$ cat src/rtl/vend_controller.sv
// vend_controller: coin-credit vending controller.
// Accumulates coin credit up to MAX_CREDIT and accepts product selections.
// It drives the dispense mechanism and returns change in a single-cycle strobe.
// Optional feature: define VEND_TIMEOUT_EN to enable the dispense watchdog.
// The watchdog refunds a failed vend after DISPENSE_TIMEOUT cycles and
// pulses fault. Without the macro, DISPENSE waits for dispense_done forever.
module vend_controller #(
  parameter int unsigned MAX_CREDIT       = 99,
  parameter int unsigned DISPENSE_TIMEOUT = 1000000
) (
  input  logic       clk,
  input  logic       rst_n,
  input  logic       coin_pulse,
  input  logic [7:0] coin_value,
  input  logic       sel_valid,
  input  logic [7:0] sel_price,
  input  logic       cancel,
  input  logic       dispense_done,
  output logic [7:0] credit,
  output logic [1:0] state,
  output logic       dispense,
  output logic       change_valid,
  output logic [7:0] change_value,
  output logic       coin_reject,
  output logic       insufficient,
  output logic       fault
);

  typedef enum logic [1:0] {
    IDLE     = 2'd0,
    CREDIT   = 2'd1,
    DISPENSE = 2'd2,
    CHANGE   = 2'd3
  } state_e;

  // Out-of-range parameters stop elaboration.
  if (MAX_CREDIT < 1 || MAX_CREDIT > 255) begin : g_bad_max_credit
    $error("vend_controller: MAX_CREDIT must be 1..255");
  end
  if (DISPENSE_TIMEOUT < 1 || DISPENSE_TIMEOUT > 24'hFF_FFFF) begin : g_bad_timeout
    $error("vend_controller: DISPENSE_TIMEOUT must be 1..2^24-1");
  end

  localparam logic [8:0] MAX_SUM = 9'(MAX_CREDIT);

  state_e     state_q, state_d;
  logic [7:0] credit_q, credit_d;
  logic       dispense_q, dispense_d;
  logic       change_valid_q, change_valid_d;
  logic [7:0] change_value_q, change_value_d;
  logic       coin_reject_q, coin_reject_d;
  logic       insufficient_q, insufficient_d;
  logic       fault_q, fault_d;

  // Nine-bit sums so that a large coin can never wrap past the ceiling.
  logic [8:0] coin_sum;
  logic [7:0] vend_credit;
  logic [8:0] vend_sum;

`ifdef VEND_TIMEOUT_EN
  localparam logic [23:0] TIMEOUT_LAST = 24'(DISPENSE_TIMEOUT - 1);
  logic [23:0] cnt_q, cnt_d;
  logic [7:0]  price_q, price_d;
`endif

  // State register and registered outputs.
  // NOTE: sequential state uses non-blocking (<=) so all registers update together at the edge.
  always_ff @(posedge clk or negedge rst_n) begin
    if (!rst_n) begin
      state_q        <= IDLE;
      credit_q       <= '0;
      dispense_q     <= 1'b0;
      change_valid_q <= 1'b0;
      change_value_q <= '0;
      coin_reject_q  <= 1'b0;
      insufficient_q <= 1'b0;
      fault_q        <= 1'b0;
`ifdef VEND_TIMEOUT_EN
      cnt_q          <= '0;
      price_q        <= '0;
`endif
    end else begin
      state_q        <= state_d;
      credit_q       <= credit_d;
      dispense_q     <= dispense_d;
      change_valid_q <= change_valid_d;
      change_value_q <= change_value_d;
      coin_reject_q  <= coin_reject_d;
      insufficient_q <= insufficient_d;
      fault_q        <= fault_d;
`ifdef VEND_TIMEOUT_EN
      cnt_q          <= cnt_d;
      price_q        <= price_d;
`endif
    end
  end

  // Next-state, next-credit and next-output decode.
  always_comb begin
    // NOTE: every signal gets a default first so no path can infer a latch.
    state_d        = state_q;
    credit_d       = credit_q;
    change_valid_d = 1'b0;
    change_value_d = '0;
    coin_reject_d  = 1'b0;
    insufficient_d = 1'b0;
    fault_d        = 1'b0;
`ifdef VEND_TIMEOUT_EN
    cnt_d          = '0;  // zero outside DISPENSE, so it is clear on entry
    price_d        = price_q;
`endif

    coin_sum    = {1'b0, credit_q} + {1'b0, coin_value};
    vend_credit = credit_q - sel_price;
    vend_sum    = {1'b0, vend_credit} + {1'b0, coin_value};

    unique case (state_q)
      IDLE, CREDIT: begin
        if (cancel && state_q == CREDIT) begin
          // Refund everything; a coin in the same cycle is bounced and the selection dropped.
          state_d        = CHANGE;
          credit_d       = '0;
          change_valid_d = 1'b1;
          change_value_d = credit_q;
          coin_reject_d  = coin_pulse;
        end else if (sel_valid && sel_price <= credit_q) begin
          // Price is judged against pre-coin credit; the coin adds to the remainder.
          state_d  = DISPENSE;
          credit_d = vend_credit;
          if (coin_pulse) begin
            if (vend_sum <= MAX_SUM) credit_d      = vend_sum[7:0];
            else                     coin_reject_d = 1'b1;
          end
`ifdef VEND_TIMEOUT_EN
          price_d = sel_price;
`endif
        end else begin
          insufficient_d = sel_valid;
          if (coin_pulse) begin
            if (coin_sum <= MAX_SUM) credit_d      = coin_sum[7:0];
            else                     coin_reject_d = 1'b1;
          end
          state_d = (credit_d == '0) ? IDLE : CREDIT;
        end
      end

      DISPENSE: begin
        coin_reject_d = coin_pulse;
        if (dispense_done) begin
          if (credit_q != '0) begin
            state_d        = CHANGE;
            credit_d       = '0;
            change_valid_d = 1'b1;
            change_value_d = credit_q;
          end else begin
            state_d = IDLE;
          end
        end
`ifdef VEND_TIMEOUT_EN
        else if (cnt_q == TIMEOUT_LAST) begin
          // Failed vend: price goes back on the credit and is returned at once as change.
          state_d        = CHANGE;
          fault_d        = 1'b1;
          credit_d       = '0;
          change_valid_d = 1'b1;
          change_value_d = credit_q + price_q;
        end else begin
          cnt_d = cnt_q + 24'd1;
        end
`endif
      end

      CHANGE: begin
        coin_reject_d = coin_pulse;
        credit_d      = '0;
        state_d       = IDLE;
      end

      default: state_d = IDLE;
    endcase

    dispense_d = (state_d == DISPENSE);
  end

  assign credit       = credit_q;
  assign state        = state_q;
  assign dispense     = dispense_q;
  assign change_valid = change_valid_q;
  assign change_value = change_value_q;
  assign coin_reject  = coin_reject_q;
  assign insufficient = insufficient_q;
  assign fault        = fault_q;

endmodule

$ cat config.mk
export PLATFORM = sky130hd
export DESIGN_NAME = vend_controller
export DESIGN_NICKNAME = d
export VERILOG_FILES = /design/src/rtl/vend_controller.sv
export SDC_FILE = /design/constraint.sdc
export NUM_CORES = 1
export LEC_CHECK = 0
export ABC_AREA = 1
export CAP_MARGIN = 0
export CORE_MARGIN = 2
export CORE_UTILIZATION = 50
export CTS_CLUSTER_DIAMETER = 40
export DETAILED_ROUTE_END_ITERATION = 8
export GPL_ROUTABILITY_DRIVEN = 0
export HOLD_SLACK_MARGIN = 0.1
export PLACE_DENSITY = 0.82
export SYNTH_ARGS = -nofsm -noshare
export SYNTH_HDL_FRONTEND = slang
export SYNTH_SLANG_ARGS = --single-unit
$ cat constraint.sdc
create_clock -name clk -period 9 [get_ports clk]
set_input_delay 1.8 -clock clk [delete_from_list [all_inputs] [get_ports clk]]
set_output_delay 1.8 -clock clk [all_outputs]
set_load 0.005 [all_outputs]
==> Yosys cells after proc, flatten, opt, wreduce, memory -nomap -nowiden <==
Index checks and enable logic that the tools add are counted.
{ "word_totals": {"register_bits": 22, "in_bits": 22, "output_inout_bits": 23, "elab_cells": 63} }
{ "classes": {"add_sub_neg": 3, "n_lt_le_gt_ge": 3, "eq_ne": 6, "muxes": 36, "n_reduce_logical": 8} }
{ "op_table": {"columns": ["cell", "n"], "rows": [
  ["8-bit 2-to-1 mux", 14],
  ["8-bit case mux with 3 select lines", 1],
  ["8-bit by 8-bit adder with 9-bit output", 2],
  ["9-bit by 7-bit less-or-equal comparator with 1-bit output (second input constant)", 2],
  ["8-bit case mux with 2 select lines", 1],
  ["1-bit 2-to-1 mux", 13],
  ["8-bit less-or-equal comparator", 1],
  ["8-bit logical NOT", 1],
  ["2-bit 2-to-1 mux", 4],
  ["8-bit nonzero test", 1],
  ["8-bit subtractor", 1],
  ["2-bit == test (second input constant)", 3],
  ["2-bit case mux with 3 select lines", 1],
  ["2-bit != test (second input constant)", 2],
  ["1-bit case mux with 2 select lines", 2],
  ["2-bit OR reduction", 2],
  ["2-bit by 1-bit == test with 1-bit output (second input constant)", 1],
  ["1-bit logical AND", 2],
  ["2-bit logical NOT", 1],
  ["2-bit AND reduction", 1]
]} }

==> Longest topological paths before layout <==
{ "logic_depth": {"word_depth": 13, "mapped_depth": 24, "depth_no_buf": 24} }

==> Worst setup path before layout <==
No wires, ideal clock.
{ "synth_path": {"path_type": "input port to flip-flop", "from": "input sel_price[0]", "to": "register credit_q[6] (netlist: credit[6])", "setup_time_ps": 121, "t_arrival_ps": 4395, "required_ps": 8879, "setup_slack_ps": 4484, "stages": 20, "n_path_buf": 0, "path_cell_list": "ha_1 -> fa_1 -> inv_1 -> a21oi_1 -> nor2_1 -> nor2_1 -> o221ai_1 -> xnor2_1 -> inv_1 -> ha_1 -> a21oi_1 -> and2_1 -> a21o_1 -> nand3_1 -> a21oi_4 -> nand2_4 -> nand2_1 -> nand2_1 -> o21bai_1 -> nand2_1"} }
{ "synth_between": {"elab_chain_cells": 8, "word_cells_on_any_way": 10, "classes_between": "add/sub (2); order compare (2); mux (5); reduce/logical (1)"} }
{ "synth_lines": {"columns": ["element", "line", "text"], "rows": [
  ["start: declaration", "16", "input logic [7:0] sel_price,"],
  ["8-bit subtractor", "114", "vend_credit = credit_q - sel_price;"],
  ["8-bit by 8-bit adder with 9-bit output", "115", "vend_sum = {1'b0, vend_credit} + {1'b0, coin_value};"],
  ["9-bit by 7-bit less-or-equal comparator with 1-bit output", "131", "if (vend_sum <= MAX_SUM) credit_d = vend_sum[7:0];"],
  ["8-bit 2-to-1 mux", "131", null],
  ["8-bit 2-to-1 mux", "130", "if (coin_pulse) begin"],
  ["8-bit 2-to-1 mux *", "126", "end else if (sel_valid && sel_price <= credit_q) begin"],
  ["8-bit 2-to-1 mux *", "119", "if (cancel && state_q == CREDIT) begin"],
  ["8-bit case mux with 3 select lines *", "117", "unique case (state_q)"],
  ["end signal: assignment", "84", "credit_q <= credit_d;"],
  ["end: declaration", "47", "logic [7:0] credit_q, credit_d;"]
]} }
Mark *: on every way between the ends. The rest lies on a longest branch, timed or not.
A chain may end at the register's enable or synchronous reset.

==> Worst setup path after layout <==
{ "layout_path": {"from": "input sel_price[2]", "to": "register credit_q[1] (netlist: credit[1])"} }
Same word-level chain as after synthesis.

==> qor.txt <==
Status: complete, no violations
Tot Pwr: 845.6 uW
RSZ-0062 raised after global routing: no
Post-synthesis xor/xnor area fraction: 0.04002
Residual DRC: 0
Syn Nets: 397
Crit. End Element: register
Largest family of logic cells by synthesized area: simple AND/OR/NAND/NOR gates
Post-Synth Adder-Cell Area: 0.1549
Clock transition at path regs: 80 ps
Post-Syn Instances: 347
Average cell area after synthesis: 6.937 um^2
Complex-gate fraction of the synthesized area: 0.08784
FF/Latch Area: 550.5 um^2
Worst rel slew slack: 0.3598
Synth warn: 0
Post-route ant nets: 0
Largest net degree at the start of global routing: 23
Root buffer cell: clkbuf_8
Clock Skew: 4.872 ps
Fill count: 426
Area leader, netlist: dfrtp_1
DRT iter0 DRCs: 169
Fin Hold WS: 597.1 ps
Final WL: 6.159 mm
Top FF cell, synth: dfrtp_1
Synth top cells by count: nand2_1 (97), inv_1 (54), nand3_1 (31)
Fmax: 193.2 MHz
DR vias: 2446
Worst Tran Pin Value: 957.3 ps
First-pass GRT wire length: 10.20 mm
FP Rows: 25
Min Tclk post-route: 5176 ps
Hold Violations, Final: 0
Layout cells sized above 1: 0.08205
Die Area: 5385 um^2
Leakage power: 1.550 nW
Setup tns final: 0 ps
I/O Pins: 45
Final Cycle Share: 0.5752
Critical Path RT: 9160 ps
Antenna fix cells: 0
Setup violators final: 0
Synth Area in Simple Gates: 0.3867
Die Span Y: 73.39 um
Mux contribution to synthesized area: 0
Hold buffer count at CTS: 0
Crit Path Max Fanout: 9
Pwr/cell area: 286.7 nW/um^2
Top-area cell type share of the netlist area: 0.2287
Hold crit path type: register to register
TritonCTS clock tree: yes
Vias in the first global route: 2247
GRT Total Usage: 0.2409
Core ar.: 4692 um^2
Most area-consuming cells after synthesis: dfrtp_1 (23%), nand2_1 (15%), ha_1 (13%)
Async S/R FF share, synth: 1.000
CTS resizes: 0
Clk sinks: 22
TritonRoute pass-1 iters: 5
Slew Viols, Final: 0
Routed len/inst: 13.87 um
Max-capacitance violation count: 0
Worst setup SP type: primary input
#FFs+latches synth: 22
Post-CTS Setup Bufs: 0
Fin nets: 441
Post-DR vias/cell: 5.509
Mapped Area: 2407 um^2
H-tree Lvls: 1
Arr. time, crit path: 5340 ps
Area Growth Syn to Fin: 22.51%
Initial antenna violation count: 0
Number of buffers created by CTS: 3
Die Span X: 73.39 um
Crit Path Class: primary input to register
Sequential area share after synthesis: 0.2287
Grt total ovfl: 0
Port bufs: 43
Most common cell in the netlist: nand2_1
Deepest clock path buffer count: 2
DP Wirelength: 4.984 mm
Multi-input logic area: 1615 um^2
Latest clock arrival within the worst-skew pair: 260 ps
Starting Density: 0.5131
Post-synth EDFFs: 0
Post-synthesis cell type count: 42
Max IR drop VDD: 0.09472 mV
-- metal layers --
| layer | vias up | part of all wire | global-route usage |
|---|---|---|---|
| li1 | 1211 | - | - |
| met1 | 1117 | 0.43 | 0.3248 |
| met2 | 110 | 0.48 | 0.4104 |
| met3 | 8 | 0.067 | 0.03429 |
| met4 | 0 | 0.017 | 0.05253 |
| met5 | - | 0 | 0 |
-- placed cells by master (no fill, tap or decap), drive strengths merged, types with 4 or more instances in the layout --
| cell | n |
|---|---|
| a21oi | 18 |
| clkdlybuf4s50 | 43 |
| dfrtp | 22 |
| ha | 25 |
| inv | 56 |
| nand2 | 108 |
| nand3 | 36 |
| nand3b | 4 |
| nand4 | 12 |
| nor2 | 27 |
| o21ai | 5 |
| xnor2 | 7 |
| xor2 | 4 |
-- stage by stage --
| stage | setup slack [ps] | utilization | std cells | instance area [um^2] |
|---|---|---|---|---|
| final | 3824 | 0.6285 | 444 | 2949 |
| after global routing | 3513 | 0.6285 | 444 | 2949 |
| after CTS | 3876 | 0.6285 | 444 | 2949 |
| after detailed placement | 3607 | 0.6133 | 440 | 2878 |
| after global placement | 3690 | 0.6133 | 440 | 2878 |
| after floorplan | 4484 | - | 347 | 2407 |
-- worst max-delay path, stage by stage --
cell and delay (ps):
clkdlybuf4s50_1 450, inv_1 40, ha_1 360, nand2_1 70, o21ai_0 260, nand2_1 80, nand2_1 70, nand2_1 60
nand2_1 60, nand2_1 60, nand2_1 70, a21oi_1 70, xnor2_1 260, ha_1 340, a21oi_1 190, o21ai_0 100
a21oi_1 150, nand3_1 130, a21oi_4 250, nand2_4 120, nand2_1 90, nand3_1 70, nand3_1 110, nand2_1 60
-- worst paths after layout --
path	slack (ps)	end	from	cells after the start
max	3820	credit[1]$_DFFE_PN0P_	sel_price[2]	24
min	600	credit[0]$_DFFE_PN0P_	credit[0]$_DFFE_PN0P_	2
max reg2reg	5310	credit[1]$_DFFE_PN0P_	credit[2]$_DFFE_PN0P_	22
min reg2reg	600	credit[0]$_DFFE_PN0P_	credit[0]$_DFFE_PN0P_	2
max in group asynchronous	6350	change_valid$_DFF_PN0_	rst_n	1
min in group asynchronous	2060	change_value[0]$_DFF_PN0_	rst_n	1
-- sequential cells by signal, summed over array words and instances (netlist names) --
signal / count
dispense: 1
coin_reject: 1
state: 2
credit: 8
insufficient: 1
change_value: 8
change_valid: 1
-- cells by family (layout without fill, tap and decap cells) --
group           Yosys count  count (layout)
flops                    22              22
xor+xnor                 11              11
other cells               1               1
buf+inv                  61             104
fa+ha+maj                28              28
compound gates           32              32
simple gates            192             192
-- area by class of cell --
class / count / area share
multi-input combinational: 264 / 0.5477
sequential: 22 / 0.1867
timing repair buffer: 43 / 0.1459
inverter: 57 / 0.07255
tap: 54 / 0.02291
clock buffer: 3 / 0.01400
clock inverter: 1 / 0.01018
-- power breakdown --
group	switching, mW	internal [mW]
sequential	0.0313	0.124
combinational	0.356	0.242
clock	0.0324	0.0594
(Power assumes the default switching activity.)
